**src/rtl/seq_mac_multiplier.sv**
```systemverilog
// seq_mac_multiplier
//
// Iterative shift-and-add multiplier with optional accumulate, intended as the
// MAC element of processing-element columns. A single adder row retires
// ROWS_PER_CYCLE partial-product rows of B per clock, so an operation takes
// K = B_BIT / ROWS_PER_CYCLE RUN cycles. Supports unsigned and two's-complement
// operands, and can add the product to the previous result held in acc.
//
// Ports:
//   clk          sole clock, rising edge
//   rst          synchronous, active-high reset
//   in_valid     operands and mode bits are valid
//   in_ready     block can accept an operation (high only in IDLE)
//   A            multiplicand, A_BIT wide
//   B            multiplier, B_BIT wide
//   signed_mode  1: A and B are two's complement, 0: both unsigned
//   acc_en       1: M = acc + product, 0: M = product
//   out_valid    M holds a completed result
//   out_ready    consumer accepts M
//   M            result, OUT_BIT wide
module seq_mac_multiplier #(
    parameter int A_BIT          = 16,
    parameter int B_BIT          = 8,
    parameter int OUT_BIT        = 32,
    parameter int ROWS_PER_CYCLE = 1
) (
    input  logic               clk,
    input  logic               rst,
    input  logic               in_valid,
    output logic               in_ready,
    input  logic [A_BIT-1:0]   A,
    input  logic [B_BIT-1:0]   B,
    input  logic               signed_mode,
    input  logic               acc_en,
    output logic               out_valid,
    input  logic               out_ready,
    output logic [OUT_BIT-1:0] M
);

    // Derived latency; the guard keeps elaboration alive long enough for the
    // parameter checks below to report a bad ROWS_PER_CYCLE.
    localparam int K  = (ROWS_PER_CYCLE > 0) ? (B_BIT / ROWS_PER_CYCLE) : 1;
    localparam int CW = (K > 1) ? $clog2(K) : 1;
    localparam int BW = (B_BIT > 1) ? $clog2(B_BIT) : 1;

    if (B_BIT < 2) begin : g_err_bbit
        $error("seq_mac_multiplier: B_BIT must be at least 2");
    end
    if (OUT_BIT < A_BIT + B_BIT) begin : g_err_outbit
        $error("seq_mac_multiplier: OUT_BIT must be at least A_BIT+B_BIT");
    end
    if (ROWS_PER_CYCLE < 1 || (B_BIT % ROWS_PER_CYCLE) != 0) begin : g_err_rows
        $error("seq_mac_multiplier: ROWS_PER_CYCLE must divide B_BIT");
    end

    typedef enum logic [1:0] {
        IDLE = 2'd0,
        RUN  = 2'd1,
        DONE = 2'd2
    } state_t;

    state_t             state;
    logic [A_BIT-1:0]   a_reg;
    logic [B_BIT-1:0]   b_reg;
    logic               sm_reg;
    logic               ae_reg;
    logic [OUT_BIT-1:0] psum;
    logic [OUT_BIT-1:0] acc;
    logic [CW-1:0]      cnt;

    logic [OUT_BIT-1:0] a_ext;
    logic [OUT_BIT-1:0] psum_next;
    logic [OUT_BIT-1:0] result;
    logic               last;

    // The adder row: fold this cycle's ROWS_PER_CYCLE rows into the partial
    // sum. In signed mode the MSB row of B carries weight -2^(B_BIT-1), so it
    // is subtracted; sign-extending A makes every row exact in OUT_BIT bits.
    always_comb begin
        int            row;
        logic [BW-1:0] row_idx;
        a_ext     = sm_reg ? {{(OUT_BIT-A_BIT){a_reg[A_BIT-1]}}, a_reg}
                           : {{(OUT_BIT-A_BIT){1'b0}}, a_reg};
        psum_next = psum;
        for (int r = 0; r < ROWS_PER_CYCLE; r++) begin
            row     = int'(cnt) * ROWS_PER_CYCLE + r;
            row_idx = row[BW-1:0];
            if (row < B_BIT && b_reg[row_idx]) begin
                if (sm_reg && row == B_BIT - 1) begin
                    psum_next = psum_next - (a_ext << row);
                end else begin
                    psum_next = psum_next + (a_ext << row);
                end
            end
        end
        last   = (cnt == CW'(K - 1));
        result = (ae_reg ? acc : '0) + psum_next;
    end

    // Control FSM with registered handshake outputs. in_ready depends only on
    // state, so there is no combinational path from in_valid or out_ready.
    // acc is written on every completion, which is why acc_en=0 restarts the
    // accumulation chain; an aborted operation never reaches that write.
    always_ff @(posedge clk) begin
        if (rst) begin
            state     <= IDLE;
            in_ready  <= 1'b1;
            out_valid <= 1'b0;
            a_reg     <= '0;
            b_reg     <= '0;
            sm_reg    <= 1'b0;
            ae_reg    <= 1'b0;
            psum      <= '0;
            cnt       <= '0;
            acc       <= '0;
            M         <= '0;
        end else begin
            case (state)
                IDLE: begin
                    if (in_valid) begin
                        a_reg    <= A;
                        b_reg    <= B;
                        sm_reg   <= signed_mode;
                        ae_reg   <= acc_en;
                        psum     <= '0;
                        cnt      <= '0;
                        in_ready <= 1'b0;
                        state    <= RUN;
                    end
                end
                RUN: begin
                    psum <= psum_next;
                    cnt  <= cnt + 1'b1;
                    if (last) begin
                        M         <= result;
                        acc       <= result;
                        out_valid <= 1'b1;
                        state     <= DONE;
                    end
                end
                DONE: begin
                    if (out_ready) begin
                        out_valid <= 1'b0;
                        in_ready  <= 1'b1;
                        state     <= IDLE;
                    end
                end
                default: begin
                    out_valid <= 1'b0;
                    in_ready  <= 1'b1;
                    state     <= IDLE;
                end
            endcase
        end
    end

endmodule

```
**config.mk**
```make
export PLATFORM = sky130hd
export DESIGN_NAME = seq_mac_multiplier
export DESIGN_NICKNAME = d
export VERILOG_FILES = /design/src/rtl/seq_mac_multiplier.sv
export SDC_FILE = /design/constraint.sdc
export NUM_CORES = 1
export LEC_CHECK = 0
export CORE_UTILIZATION = 56
export DETAILED_ROUTE_END_ITERATION = 12
export PLACE_DENSITY = 0.87
export SLEW_MARGIN = 30
export SYNTH_ARGS = -nofsm -noshare
export SYNTH_HDL_FRONTEND = slang
export SYNTH_SLANG_ARGS = --single-unit
```
**constraint.sdc**
```tcl
create_clock -name clk -period 8 [get_ports clk]
set_input_delay 1.2 -clock clk [delete_from_list [all_inputs] [get_ports clk]]
set_output_delay 1.2 -clock clk [all_outputs]
set_load 0.01 [all_outputs]
```
==> reports/metrics.yaml <==
post_cts.resized_instances: 0
end_kind: "flip-flop"
tritoncts.num_buffers: 9
worst-path-max-fanout: 12
gr-total-overflow: 0
layout-area-overhead-vs-synth_pct: 12.9
drv_cap: 0
start_of_the_worst_register_to_register_path: "cnt[1]$_SDFFE_PP0P_"
slew_viols_final: 0
clock-root-buffer: "sky130_fd_sc_hd__clkbuf_16"
antenna_cells_inserted: 0
rsz0062_at_grt: "false"
final_critical_path_setup_slack_ns: 0.573
finish.net_count: 1344
vias_per_cell: 6.13
cell_count_of_the_worst_hold_path: 2
yosys-top-cells-area: "sky130_fd_sc_hd__dfxtp_1 (22%), sky130_fd_sc_hd__ha_1 (9.2%), sky130_fd_sc_hd__nand2_1 (9.1%)"
summed_negative_setup_slack_over_all_endpoints_ns: 0
critPathRequiredTime_ns: 8.29
hold_path_end: "b_reg[5]$_SDFFE_PP0P_"
worstRegToRegCells: 30
vias_in_the_first_global_route: 8270
total_leakage_power_nw: 4.13
min_period_over_period: 0.928
cts_buffer_depth: 2
clock_insertion_delay_worst_skew_ns: 0.36
fp.dieArea_um2: 16300
finalHoldViolations: 0
drcViolationCount: 0
path_delay_family: "simple AND/OR/NAND/NOR gates"
slowest_stage_cell_cp: "sky130_fd_sc_hd__mux4_2"
setup.worst_path.start_class: "flip-flop"
dieHeight_um: 128
synth_most_common_cell: "sky130_fd_sc_hd__nand2_1"
cp_slowest_stage_delay_ns: 0.60
synth.cell_area_um2: 8870
fmax_ghz: 0.135
port-buffer-count: 63
reg_to_reg_slack_setup_ns: 0.57
synth_enable_flop_cells: 0
post_drt_antenna_nets: 0
powerDensity_nw_per_um2: 147
placementRows: 45
synth.top_cell.area_share: 0.219
report.final.setup_viol: 0
wirelength_um: 23200
final_layout_size_suffix_gt1_frac: 0.0615
grt.total_usage: 0.292
timing.clock.skew_ns: 0.00598
detail_route.iter0.violations: 692
ys_ff_latch: 97
peakVddDrop_uv: 131
tightest_slew_ns: 0.855
final_cell_count_without_fillers: 1463
boundaryPins: 64
min_path_type: "reg2reg"
layout_min_cycle_time_ns: 7.43
data_arrival_time_at_the_worst_slack_endpoint_ns: 7.71
dr_total_vias: 8969
synth-main-ff-cell: "sky130_fd_sc_hd__dfxtp_1"
grt_antenna_before_repair: 0
placeableCoreArea_um2: 15300
place.gp.congestion: 0.964
netlist_top_cells_count: "sky130_fd_sc_hd__nand2_1 (215), sky130_fd_sc_hd__a21oi_1 (160), sky130_fd_sc_hd__dfxtp_1 (97)"
fraction_of_synthesis_flops_using_an_asynchronous_set_or_reset_pin: 0
worstSetupPathDepth: 30
post-synth-top-area-cell: "sky130_fd_sc_hd__dfxtp_1"
grt_pass1_wl_um: 39000
post_cts.repair.setup_buffers: 0
cts_max_level: 3
first_pass_iters: 5
run_status: "completed"
worst_path_most_repeated_cell: "sky130_fd_sc_hd__a21oi_1"
placement.setup.worst_slack_ns: 0.451
holdCritStartpoint: "b_reg[5]$_SDFFE_PP0P_"
initial_utilization: 0.579
yosys_warnings: 0
clock-sinks: 97
critical_path_buf_inv_count: 1
numPlacedInstances: 1447
tritoncts_clock_tree: "yes"
netlist_instances: 1225
critical_path.startpoint: "cnt[1]$_SDFFE_PP0P_"
die_w_um: 128
dp_hpwl_um: 16600
distinct_cell_type_count_after_synthesis: 72
synth.yosys.seq_area_share: 0.219
drt-wirelength-per-cell_um: 15.9
critical_path_class: "reg2reg"
clkSlewWorstSetupHoldPaths_ns: 0.07
filler_cell_count: 1394
grt_start_max_net_pins: 102
postSynthAreaPerCell_um2: 7.24
post_cts_hold_buffer_count: 0
synth_nets: 1322
r2r-end: "acc[31]$_SDFFE_PP0P_"
timing.slew.headroom: 0.429
routing by layer:
| layer | wire length, um | up-vias | track usage |
|---|---|---|---|
| met5 | 0 | - | 0 |
| met4 | 763 | 0 | 0.136 |
| met3 | 1220 | 65 | 0.0384 |
| met2 | 11300 | 280 | 0.500 |
| met1 | 10000 | 4157 | 0.363 |
| li1 | - | 4467 | - |
per-stage QoR:
stage	utilization	hold WS (ns)	total power [mW]	instance area, um^2
6_report	0.654	0.456	1.47	10000
5_1_grt	0.654	0.478	1.55	10000
4_1_cts	0.652	0.459	1.47	9980
3_5_place_dp	0.629	0.449	0.949	9630
3_3_place_gp	0.629	0.440	0.941	9630
2_1_floorplan	-	0.433	0.849	8870
worst register-to-register path, delay by kind of cell (launching register included):
kind | cells | cell delay (ns)
simple gates | 12 | 2.80
mux | 1 | 0.60
xor+xnor | 2 | 0.38
flops | 1 | 0.49
compound gates | 12 | 2.28
buf+inv | 1 | 0.10
fa+ha+maj | 2 | 0.70
how the worst max path moves through the flow:
| stage | slack [ns] | end |
|---|---|---|
| 2_1_floorplan | 1.09 | acc[30]$_SDFFE_PP0P_ |
| 3_3_place_gp | 0.58 | acc[30]$_SDFFE_PP0P_ |
| 3_5_place_dp | 0.45 | acc[30]$_SDFFE_PP0P_ |
| 4_1_cts | 0.31 | acc[30]$_SDFFE_PP0P_ |
| 5_1_grt | 0.03 | acc[31]$_SDFFE_PP0P_ |
| 6_report | 0.57 | acc[31]$_SDFFE_PP0P_ |
where the power goes:
group	switching [mW]	total, mW	internal, mW
Combinational	0.258	0.433	0.176
Clock	0.205	0.523	0.318
Sequential	0.0195	0.515	0.496
Total	0.482	1.47	0.990
final cells by class:
type | instances | area, um^2 | area share
Multi-Input combinational cell | 1029 | 6570 | 0.656
Sequential cell | 97 | 1950 | 0.194
Clock buffer | 11 | 243 | 0.0243
Timing Repair Buffer | 81 | 767 | 0.0766
Clock inverter | 5 | 110 | 0.0110
Tap cell | 211 | 264 | 0.0264
Inverter | 29 | 109 | 0.0109
cells in the final DEF, fill, tap and decap left out, types with 9 or more instances in the layout:
cell,Yosys,final
sky130_fd_sc_hd__o31ai_1,10,10
sky130_fd_sc_hd__ha_1,65,65
sky130_fd_sc_hd__o211ai_1,9,9
sky130_fd_sc_hd__clkbuf_16,0,9
sky130_fd_sc_hd__dfxtp_1,97,94
sky130_fd_sc_hd__nand3_1,43,43
sky130_fd_sc_hd__nand2b_1,14,14
sky130_fd_sc_hd__a31oi_1,11,11
sky130_fd_sc_hd__and3_1,13,13
sky130_fd_sc_hd__and2_1,35,35
sky130_fd_sc_hd__o21a_1,10,10
sky130_fd_sc_hd__a21o_1,33,33
sky130_fd_sc_hd__o21ai_0,67,67
sky130_fd_sc_hd__nor2_1,82,82
sky130_fd_sc_hd__buf_4,0,18
sky130_fd_sc_hd__mux4_2,9,9
sky130_fd_sc_hd__nand2_1,215,215
sky130_fd_sc_hd__a211oi_1,18,17
sky130_fd_sc_hd__nor3_1,19,19
sky130_fd_sc_hd__xnor2_1,31,31
sky130_fd_sc_hd__inv_1,29,29
sky130_fd_sc_hd__a21oi_1,160,160
sky130_fd_sc_hd__mux2i_1,27,24
sky130_fd_sc_hd__xor2_1,29,29
sky130_fd_sc_hd__clkdlybuf4s50_1,0,62
sky130_fd_sc_hd__mux2_2,12,12
logic make-up after synthesis:
group	share of synthesized area
AND/OR/NAND/NOR	0.249
adder cells (fa/ha/maj)	0.0962
multiplexers	0.0686
buffers and inverters	0.0436
AO/OA/AOI/OAI	0.264
flip-flops	0.219
XOR/XNOR	0.0593
Power figures use the tool's default switching activity.
